--- src/rtl/uart_tx_arbiter.sv ---
// Purpose: two-requester arbiter that feeds single bytes to a UART transmitter.
// Latency: a request seen while idle with the transmitter free is written out (tx_wr/gnt) one cycle later.
// Backpressure: requests are held until granted; no grant while en=0, tx_busy=1 or a transfer is in flight.
//
// Ports:
//   clk, reset        - system clock (rising edge) and asynchronous active-high reset
//   en                - arbiter enable, passed straight through to tx_en
//   req0/req1         - byte-send requests, held until the matching gnt pulse
//   data0/data1       - request bytes, stable while the request is held
//   gnt0/gnt1         - one-cycle accept pulses, coincident with tx_wr
//   tx_busy           - transmitter status input
//   tx_en/tx_wr       - transmitter enable and one-cycle write strobe
//   tx_data           - registered byte presented to the transmitter
//   arb_busy          - high whenever a transfer is being issued or tracked
//   last_src          - index of the most recently granted requester
//   err               - one-cycle pulse on start timeout or enable-drop abort
//
// Build option: define UART_ARB_RR_EN for round-robin between simultaneous
// requests; without it port 0 always wins a tie.

module uart_tx_arbiter #(
   parameter int START_TIMEOUT = 15
) (
   input  logic       clk,
   input  logic       reset,
   input  logic       en,
   input  logic       req0,
   input  logic       req1,
   input  logic [7:0] data0,
   input  logic [7:0] data1,
   output logic       gnt0,
   output logic       gnt1,
   input  logic       tx_busy,
   output logic       tx_en,
   output logic       tx_wr,
   output logic [7:0] tx_data,
   output logic       arb_busy,
   output logic       last_src,
   output logic       err
);

   typedef enum logic [1:0] {
      IDLE       = 2'd0,
      ISSUE      = 2'd1,
      WAIT_START = 2'd2,
      WAIT_DONE  = 2'd3
   } state_t;

   // The start-wait counter is 4 bits wide, so START_TIMEOUT is meaningful up to 15.
   localparam logic [3:0] TIMEOUT_VAL = 4'(START_TIMEOUT);

   state_t     state;
   state_t     state_nxt;
   logic [3:0] cnt;
   logic [3:0] cnt_nxt;
   logic [3:0] cnt_inc;
   logic       err_nxt;
   logic       take;
   logic       win;

   // Winner among the current requests; only used when at least one is high.
`ifdef UART_ARB_RR_EN
   // A tie goes to the port that did not win last; last_src resets to 1 so port 0 goes first.
   assign win = (req0 & req1) ? ~last_src : req1;
`else
   // Port 0 wins whenever it is requesting.
   assign win = ~req0;
`endif

   assign cnt_inc = cnt + 4'd1;

   always_comb begin
      state_nxt = state;
      cnt_nxt   = cnt;
      err_nxt   = 1'b0;
      take      = 1'b0;
      case (state)
         IDLE: begin
            if (en && !tx_busy && (req0 || req1)) begin
               state_nxt = ISSUE;
               take      = 1'b1;
            end
         end
         ISSUE: begin
            if (!en) begin
               state_nxt = IDLE;
               err_nxt   = 1'b1;
            end else begin
               state_nxt = WAIT_START;
               cnt_nxt   = 4'd0;
            end
         end
         WAIT_START: begin
            // tx_busy rising wins over a timeout landing on the same cycle.
            if (!en) begin
               state_nxt = IDLE;
               err_nxt   = 1'b1;
            end else if (tx_busy) begin
               state_nxt = WAIT_DONE;
            end else begin
               cnt_nxt = cnt_inc;
               if (cnt_inc == TIMEOUT_VAL) begin
                  state_nxt = IDLE;
                  err_nxt   = 1'b1;
               end
            end
         end
         WAIT_DONE: begin
            // Exit goes through IDLE, so a new grant can never coincide with this exit.
            if (!en) begin
               state_nxt = IDLE;
               err_nxt   = 1'b1;
            end else if (!tx_busy) begin
               state_nxt = IDLE;
            end
         end
         default: begin
            state_nxt = IDLE;
         end
      endcase
   end

   always_ff @(posedge clk or posedge reset) begin
      if (reset) begin
         state    <= IDLE;
         cnt      <= 4'd0;
         err      <= 1'b0;
         tx_data  <= 8'h00;
         last_src <= 1'b1;
      end else begin
         state <= state_nxt;
         cnt   <= cnt_nxt;
         err   <= err_nxt;
         if (take) begin
            tx_data  <= win ? data1 : data0;
            last_src <= win;
         end
      end
   end

   // Strobe and grants decode from the ISSUE state; last_src already names the
   // winner there, and an enable drop during ISSUE does not retract them.
   assign tx_en    = en;
   assign tx_wr    = (state == ISSUE);
   assign gnt0     = tx_wr & ~last_src;
   assign gnt1     = tx_wr &  last_src;
   assign arb_busy = (state != IDLE);

endmodule
--- config.mk ---
export PLATFORM = sky130hd
export DESIGN_NAME = uart_tx_arbiter
export DESIGN_NICKNAME = d
export VERILOG_FILES = /design/src/rtl/uart_tx_arbiter.sv
export SDC_FILE = /design/constraint.sdc
export NUM_CORES = 1
export LEC_CHECK = 0
export ABC_CLOCK_PERIOD_IN_PS = 2300
export CORE_UTILIZATION = 35
export DETAILED_ROUTE_END_ITERATION = 12
export PLACE_DENSITY = 0.67
export SYNTH_ARGS = -nofsm -noshare
export SYNTH_HDL_FRONTEND = slang
export SYNTH_SLANG_ARGS = --single-unit
--- constraint.sdc ---
create_clock -name clk -period 2.3 [get_ports clk]
set_input_delay 0.46 -clock clk [delete_from_list [all_inputs] [get_ports clk]]
set_output_delay 0.46 -clock clk [all_outputs]
set_load 0.05 [all_outputs]
After elaboration in Yosys (flattened, before gate mapping)
Index checks and enable logic that the tools add are counted.

Bits in registers: 16. Bits of input ports: 22. Output and inout bits: 15. Word-level logic and storage cells: 50.

$add $sub $neg: 1. Equality and inequality tests: 10. Multiplexer cells: 20. Bitwise logic cells: 4. Reduce and logical (&&, ||, !) cells: 10.

Operators by type and width (number): 2-bit two-way mux (7); 4-bit two-way mux (3); 8-bit two-way mux (1); 2-bit inequality test, second input constant (4); 2-bit one-hot mux with 4 select lines (1); 4-bit one-hot mux with 2 select lines (1); 1-bit two-way mux (6); 4-bit by 1-bit adder with 4-bit output, second input constant (1); 2-bit equality test, second input constant (2); 4-bit equality test, second input constant (1); 4-bit inequality test, second input constant (1); 4-bit AND reduction (1); 2-bit nonzero test (2); 3-bit inequality test, second input constant (1); 3-bit AND reduction (1); 1-bit AND (2); 2-bit by 1-bit equality test with 1-bit output, second input constant (1); 1-bit logical AND (2); 2-bit logical NOT (1); 1-bit inverter (2); 1-bit one-hot mux with 2 select lines (1); 2-bit OR reduction (1); 1-bit logical NOT (1); 1-bit logical OR (1).

Logic depth before layout (Yosys ltp)
Gate-level depths: netlist of run 1.

Depth in word-level cells: 6. Depth in mapped cells: 7. Mapped depth without buffers: 5.

Worst setup path before layout of run 1
No wires, ideal clock.

Path kind: register to output. Start point: register state[0]. End point: output port gnt0. Data arrival time: 1.837 ns. Required time: 1.840 ns. Slack: 0.003 ns. Cell stages (with the launch flop): 4. Path buffers: 1. Cell sequence: dfrtp_1 clkbuf_1 inv_1 nor3_1.

Longest elaborated chain between the ends: 2.

RTL lines: start: declaration (RTL line 52) `state_t state;`; start signal: assignment (RTL line 131) `state <= state_nxt;`; 2-bit by 1-bit equality test with 1-bit output (RTL line 144) `assign tx_wr = (state == ISSUE);`; 1-bit AND (RTL line 145) `assign gnt0 = tx_wr & ~last_src;`; end: declaration (RTL line 31) `output logic gnt0,`.

Every way passes these cells.

Worst setup path in the final report of run 1
Start point: register last_src. End point: output port last_src.

RTL lines: start: declaration (RTL line 38) `output logic last_src,`; start signal: assignment (RTL line 136) `last_src <= win;`.

No word-level cell between the ends.

==> results of run 1 <==
[flip-flops by register name, summed over array words and instances, names as in the netlist]
name,cells
cnt,4
err,1
last_src,1
state,2
tx_data,8
[stage by stage]
step           power (mW)  std cells  setup WS, ns  utilization (%)  instance area (um^2)
6_report             1.21        164         0.203             53.1                  1320
5_1_grt              1.29        164         0.153             53.1                  1320
3_3_place_gp         1.05        160         0.326             52.1                  1290
4_1_cts              1.23        164         0.191             53.1                  1320
3_5_place_dp         1.06        160         0.299             52.1                  1290
2_1_floorplan       0.844         97       0.00299                -                   911
[power breakdown]
part / total, mW / internal [mW] / switching, mW
logic: 0.619 / 0.231 / 0.388
clock network: 0.153 / 0.0673 / 0.0861
registers: 0.439 / 0.365 / 0.0743
total: 1.21 / 0.663 / 0.548
[kinds of logic (layout without fill, tap and decap cells)]
kind of cell	count (synthesis)	after routing	share of synthesized area, %
adder cells (fa/ha/maj)	2	2	2.75
flip-flops	16	16	44.1
AO/OA/AOI/OAI	24	24	18.1
buffers and inverters	11	48	7.00
multiplexers	8	8	8.79
AND/OR/NAND/NOR	36	36	19.2
[path summary, 6_finish.rpt]
| check | start | to | slack (ns) | cells past startpoint |
|---|---|---|---|---|
| worst max-delay path | last_src | last_src | 0.20 | 1 |
| max in group asynchronous | reset | tx_data[4] | 1.35 | 2 |
| min in group asynchronous | reset | cnt[1] | 0.54 | 2 |
| worst min register to register | last_src | last_src | 0.49 | 2 |
| worst min-delay path | last_src | last_src | 0.49 | 2 |
| worst max register to register | state[0] | tx_data[3] | 0.57 | 4 |
[cells in the final DEF, fill, tap and decap left out, types with 3 or more instances in the layout]
| cell | count |
|---|---|
| nand2_1 | 15 |
| nor2_1 | 5 |
| o21ai_0 | 3 |
| clkbuf_4 | 3 |
| and2_1 | 3 |
| mux2i_1 | 8 |
| a22o_1 | 4 |
| nand3_1 | 3 |
| dfrtp_1 | 15 |
| clkdlybuf4s50_1 | 31 |
| o21ai_1 | 8 |
| inv_1 | 3 |
| buf_4 | 8 |
[tightest hold or removal path: stages (launching register included)]
cell and delay [ns]:
dfstp_2 0.39, nand2_1 0.06, o21ai_2 0.05
[metal layers]
metal / vias up / global-route usage, %
li1: 416 / -
met1: 393 / 19.3
met2: 31 / 28.1
met3: 4 / 3.74
met4: 0 / 7.89
met5: - / 0
[area by class of cell]
| cell class | count | area (um^2) | area share, % |
|---|---|---|---|
| Clock buffer | 4 | 26.3 | 2.00 |
| Timing Repair Buffer | 40 | 390 | 29.7 |
| Tap cell | 30 | 37.5 | 2.85 |
| Inverter | 4 | 15.0 | 1.14 |
| Multi-Input combinational cell | 70 | 445 | 33.8 |
| Sequential cell | 16 | 402 | 30.5 |
==> out/metrics.cfg, run 1 <==
[status]
status = completed

[floorplan]
start_util_pct = 36.8
die_y_um = 53.0
dieWidth_um = 53.0
die_area_um2 = 2810
rows = 18
io_pins = 37
core_um2 = 2480

[clock_network]
cts_resized = 0
clk_pin_slew_ns = 0.09
cts_tree = done
cts-htree-levels = 1
clk_latency_ns = 0.28
ctsHoldBuffers = 0
cts-root-buf = clkbuf_4
clk_path_buf_depth = 2
clock_sinks = 16
cts_setup_buffers = 0
cts_made_buffers = 3

[sta]
hold_violations = 0
finalSetupViolations = 0
skew_ns = 0.00512
min_period_over_period_pct = 91.2
tightestPinTransition_ns = 0.624
fin_setup_tns_ns = 0
max-slew-margin-rel_pct = 58.4
fin_crit_ns = 2.10
hold_slack_ns = 0.495
timing.fmax_mhz = 477
rsz0062_at_grt = false
slew_viol_final = 0

[placement]
place.gp.congestion = 0.769
io_buffers = 36
dpl.hpwl_mm = 1.50

[cells_and_area]
nFillCells = 246
drive_gt1_share_pct = 11.9
antenna_cells = 0
final_nets = 159
area_delta_synth_final_pct = 44.5

[critical_path]
crit_buf_inv = 1
cp_max_fo = 4
setup.worst_path.start_class = register
cp_data_arrival_time_ns = 1.64
critical_path_class = reg2out
cp_slowest_stage_delay_ns = 0.80
cp_top_family = buffers and inverters
end_kind = output port
worst_path_max_delay_cell = clkdlybuf4s50_1
crit_required_ns = 1.84
worstPathCellList = clkdlybuf4s50_1

[synth]
synth_warnings = 0
ys_top_cells_by_area = dfrtp_1, mux2i_1, nand2_1
synth-async-reset-ratio_pct = 100
synth-seq-cells = 16
synth_flop_cell = dfrtp_1
netlist_area_um2 = 911
yosysUniqueCellTypes = 30
yosys.area.top_type = dfrtp_1
synth_top_area_share_pct = 41.2
syn_nets = 121
ys_seq_area_share_pct = 44.1
synth_edf_count = 0
synth_cells = 97
avgSynthCellArea_um2 = 9.39
ys_top_cells_by_count = dfrtp_1, nand2_1, mux2i_1, o21ai_1, nor2_1

[job]
maxCapViolCount = 0

[routing]
met2_length_um = 958
wl_per_cell_um = 12.4
wl_met3_um = 121
via_per_inst = 5.15
drt-pass1-iter-count = 4
drt_wl_total_mm = 2.03
drt-initial-drc-count = 9
maxUsedRoutingLayer = met4
final_antenna_net_count = 0
wl_met1_um = 914
vias = 844
drc = 0

[hold_path]
hold_class = reg2reg

[grt]
grt-ovfl-total = 0
first_global_vias = 811
grt_pass1_wl_mm = 3.28
grt_max_degree = 19
grt_usage_pct = 16.5
antenna_found_initial = 0

[power_and_ir_drop]
p_leak_nw = 0.592
power_density_nw_per_um2 = 920
ir_drop_mv = 0.665

Note: power is estimated with default switching activity, not from simulation.
==> run 2, diff against run 1 <==
--- a/config.mk
+++ b/config.mk
@@ -8,7 +8,9 @@
 export ABC_CLOCK_PERIOD_IN_PS = 2300
 export CORE_UTILIZATION = 35
 export DETAILED_ROUTE_END_ITERATION = 12
+export GPL_TIMING_DRIVEN = 1
 export PLACE_DENSITY = 0.67
+export SKIP_LAST_GASP = 1
 export SYNTH_ARGS = -nofsm -noshare
 export SYNTH_HDL_FRONTEND = slang
 export SYNTH_SLANG_ARGS = --single-unit
==> results of run 2 <==
Same layout as run 1: the final DEF is identical, and so are final timing and power.
==> run 3, diff against run 2 <==
--- a/config.mk
+++ b/config.mk
@@ -6,10 +6,12 @@
 export NUM_CORES = 1
 export LEC_CHECK = 0
 export ABC_CLOCK_PERIOD_IN_PS = 2300
-export CORE_UTILIZATION = 35
+export CORE_MARGIN = 5
+export CORE_UTILIZATION = 45
 export DETAILED_ROUTE_END_ITERATION = 12
 export GPL_TIMING_DRIVEN = 1
-export PLACE_DENSITY = 0.67
+export PLACE_DENSITY = 0.83
+export SKIP_CTS_REPAIR_TIMING = 1
 export SKIP_LAST_GASP = 1
 export SYNTH_ARGS = -nofsm -noshare
 export SYNTH_HDL_FRONTEND = slang
==> out/metrics.cfg, run 3 (same netlist as run 1, synthesis figures left out) <==
[status]
status = completed

[cells_and_area]
area_delta_synth_final_pct = 44.4
antenna_cells = 0
drive_gt1_share_pct = 12.0
layout_common_cells = clkdlybuf4s50_1, nand2_1, dfrtp_1
final_cell_area_um2 = 1320
reg_top3 = tx_data x8, cnt x4, state x2
final_common_cell = clkdlybuf4s50_1
top_register = tx_data
final_nets = 158
largest_reg_flops = 8

[placement]
placed_cell_area_um2 = 1280
post-place-ws_ns = 0.304
io_buffers = 36
place.gp.congestion = 0.804
dpl.hpwl_mm = 1.53

[floorplan]
core_um2 = 1940
rows = 16
io_pins = 37
start_util_pct = 46.9
dieWidth_um = 55.0
die_y_um = 55.0
die_area_um2 = 3020

[grt]
grt_usage_pct = 15.4
grt_pass1_wl_mm = 3.36
antenna_found_initial = 0
grt-ovfl-total = 0
first_global_vias = 807
grt_max_degree = 19

[critical_path]
crit_required_ns = 1.84
cp_data_arrival_time_ns = 1.63
critPathCapture = last_src
r2r-end = tx_data[7]
critical_path_class = reg2out
worstPathCellList = clkdlybuf4s50_1
cp_slowest_stage_delay_ns = 0.80
setup.worst_path.start_class = register
reg2reg_depth = 4
crit_buf_inv = 1
cp_max_fo = 4
end_kind = output port
cp.depth = 1
timing.rr.start = state[0]
cp_top_family = buffers and inverters
worst_path_max_delay_cell = clkdlybuf4s50_1
r2r_setup_slack_ns = 0.60
crit_start = last_src

[hold_path]
hold_class = reg2reg
holdPathStages = 2

[routing]
drt-initial-drc-count = 10
drt_wl_total_mm = 1.94
final_antenna_net_count = 0
vias = 835
drt-pass1-iter-count = 4
drc = 0
wl_per_cell_um = 12.1
via_per_inst = 5.22

[sta]
min_period_over_period_pct = 91.1
skew_ns = 0.000507
hold_violations = 0
slew_viol_final = 0
fin_crit_ns = 2.09
timing.fmax_mhz = 477
rsz0062_at_grt = false
max-slew-margin-rel_pct = 61.4
tightestPinTransition_ns = 0.578
fin_setup_tns_ns = 0
setup_slack_ns = 0.205
finalSetupViolations = 0

[clock_network]
clk_latency_ns = 0.28
clk_pin_slew_ns = 0.09
clk_path_buf_depth = 2
cts-root-buf = clkbuf_4
cts-htree-levels = 1
cts_tree = done
clock_sinks = 16
cts_made_buffers = 3

[power_and_ir_drop]
ir_drop_mv = 0.742
power_density_nw_per_um2 = 937
p_leak_nw = 0.593

[job]
maxCapViolCount = 0

## run 3: changes by cell type in the layout (fill, tap and decap cells not counted), sizes merged
cell	before	now
buf	9	8
## run 3: layout make-up
cell class / count / area (um^2)
Timing Repair Buffer: 39 / 383
Sequential cell: 16 / 402
Clock buffer: 4 / 36.3
Multi-Input combinational cell: 70 / 445
Fill cell: 160 / 627
Inverter: 4 / 15.0
Tap cell: 27 / 33.8
## run 3: how the worst min path moves through the flow
stage | to | startpoint
after global placement | tx_data[1] | tx_data[1]
final | tx_data[3] | tx_data[3]
after global routing | last_src | last_src
after floorplan | cnt[0] | reset
after detailed placement | tx_data[6] | tx_data[6]
after CTS | tx_data[3] | tx_data[3]
## run 3: per-layer routing
| metal | share of wire, % | vias up | track usage (%) |
|---|---|---|---|
| li1 | - | 412 | - |
| met1 | 41 | 390 | 18.9 |
| met2 | 48 | 33 | 24.8 |
| met3 | 10 | 0 | 5.36 |
| met4 | 0 | 0 | 6.07 |
| met5 | 0 | - | 0 |
## run 3: power by group
| group | total, mW | switching (mW) | internal (mW) |
|---|---|---|---|
| Sequential | 0.444 | 0.0799 | 0.364 |
| Combinational | 0.604 | 0.378 | 0.226 |
| Clock | 0.184 | 0.0879 | 0.0963 |
| Total | 1.23 | 0.546 | 0.686 |
## run 3: through the flow
step	instances	hold WS, ns	util (%)	total power, mW
floorplan	97	0.373	-	0.844
global placement	156	0.472	65.9	1.05
detailed placement	156	0.481	65.9	1.06
CTS	160	0.501	67.7	1.24
global route	160	0.520	67.7	1.31
finish	160	0.491	67.7	1.23
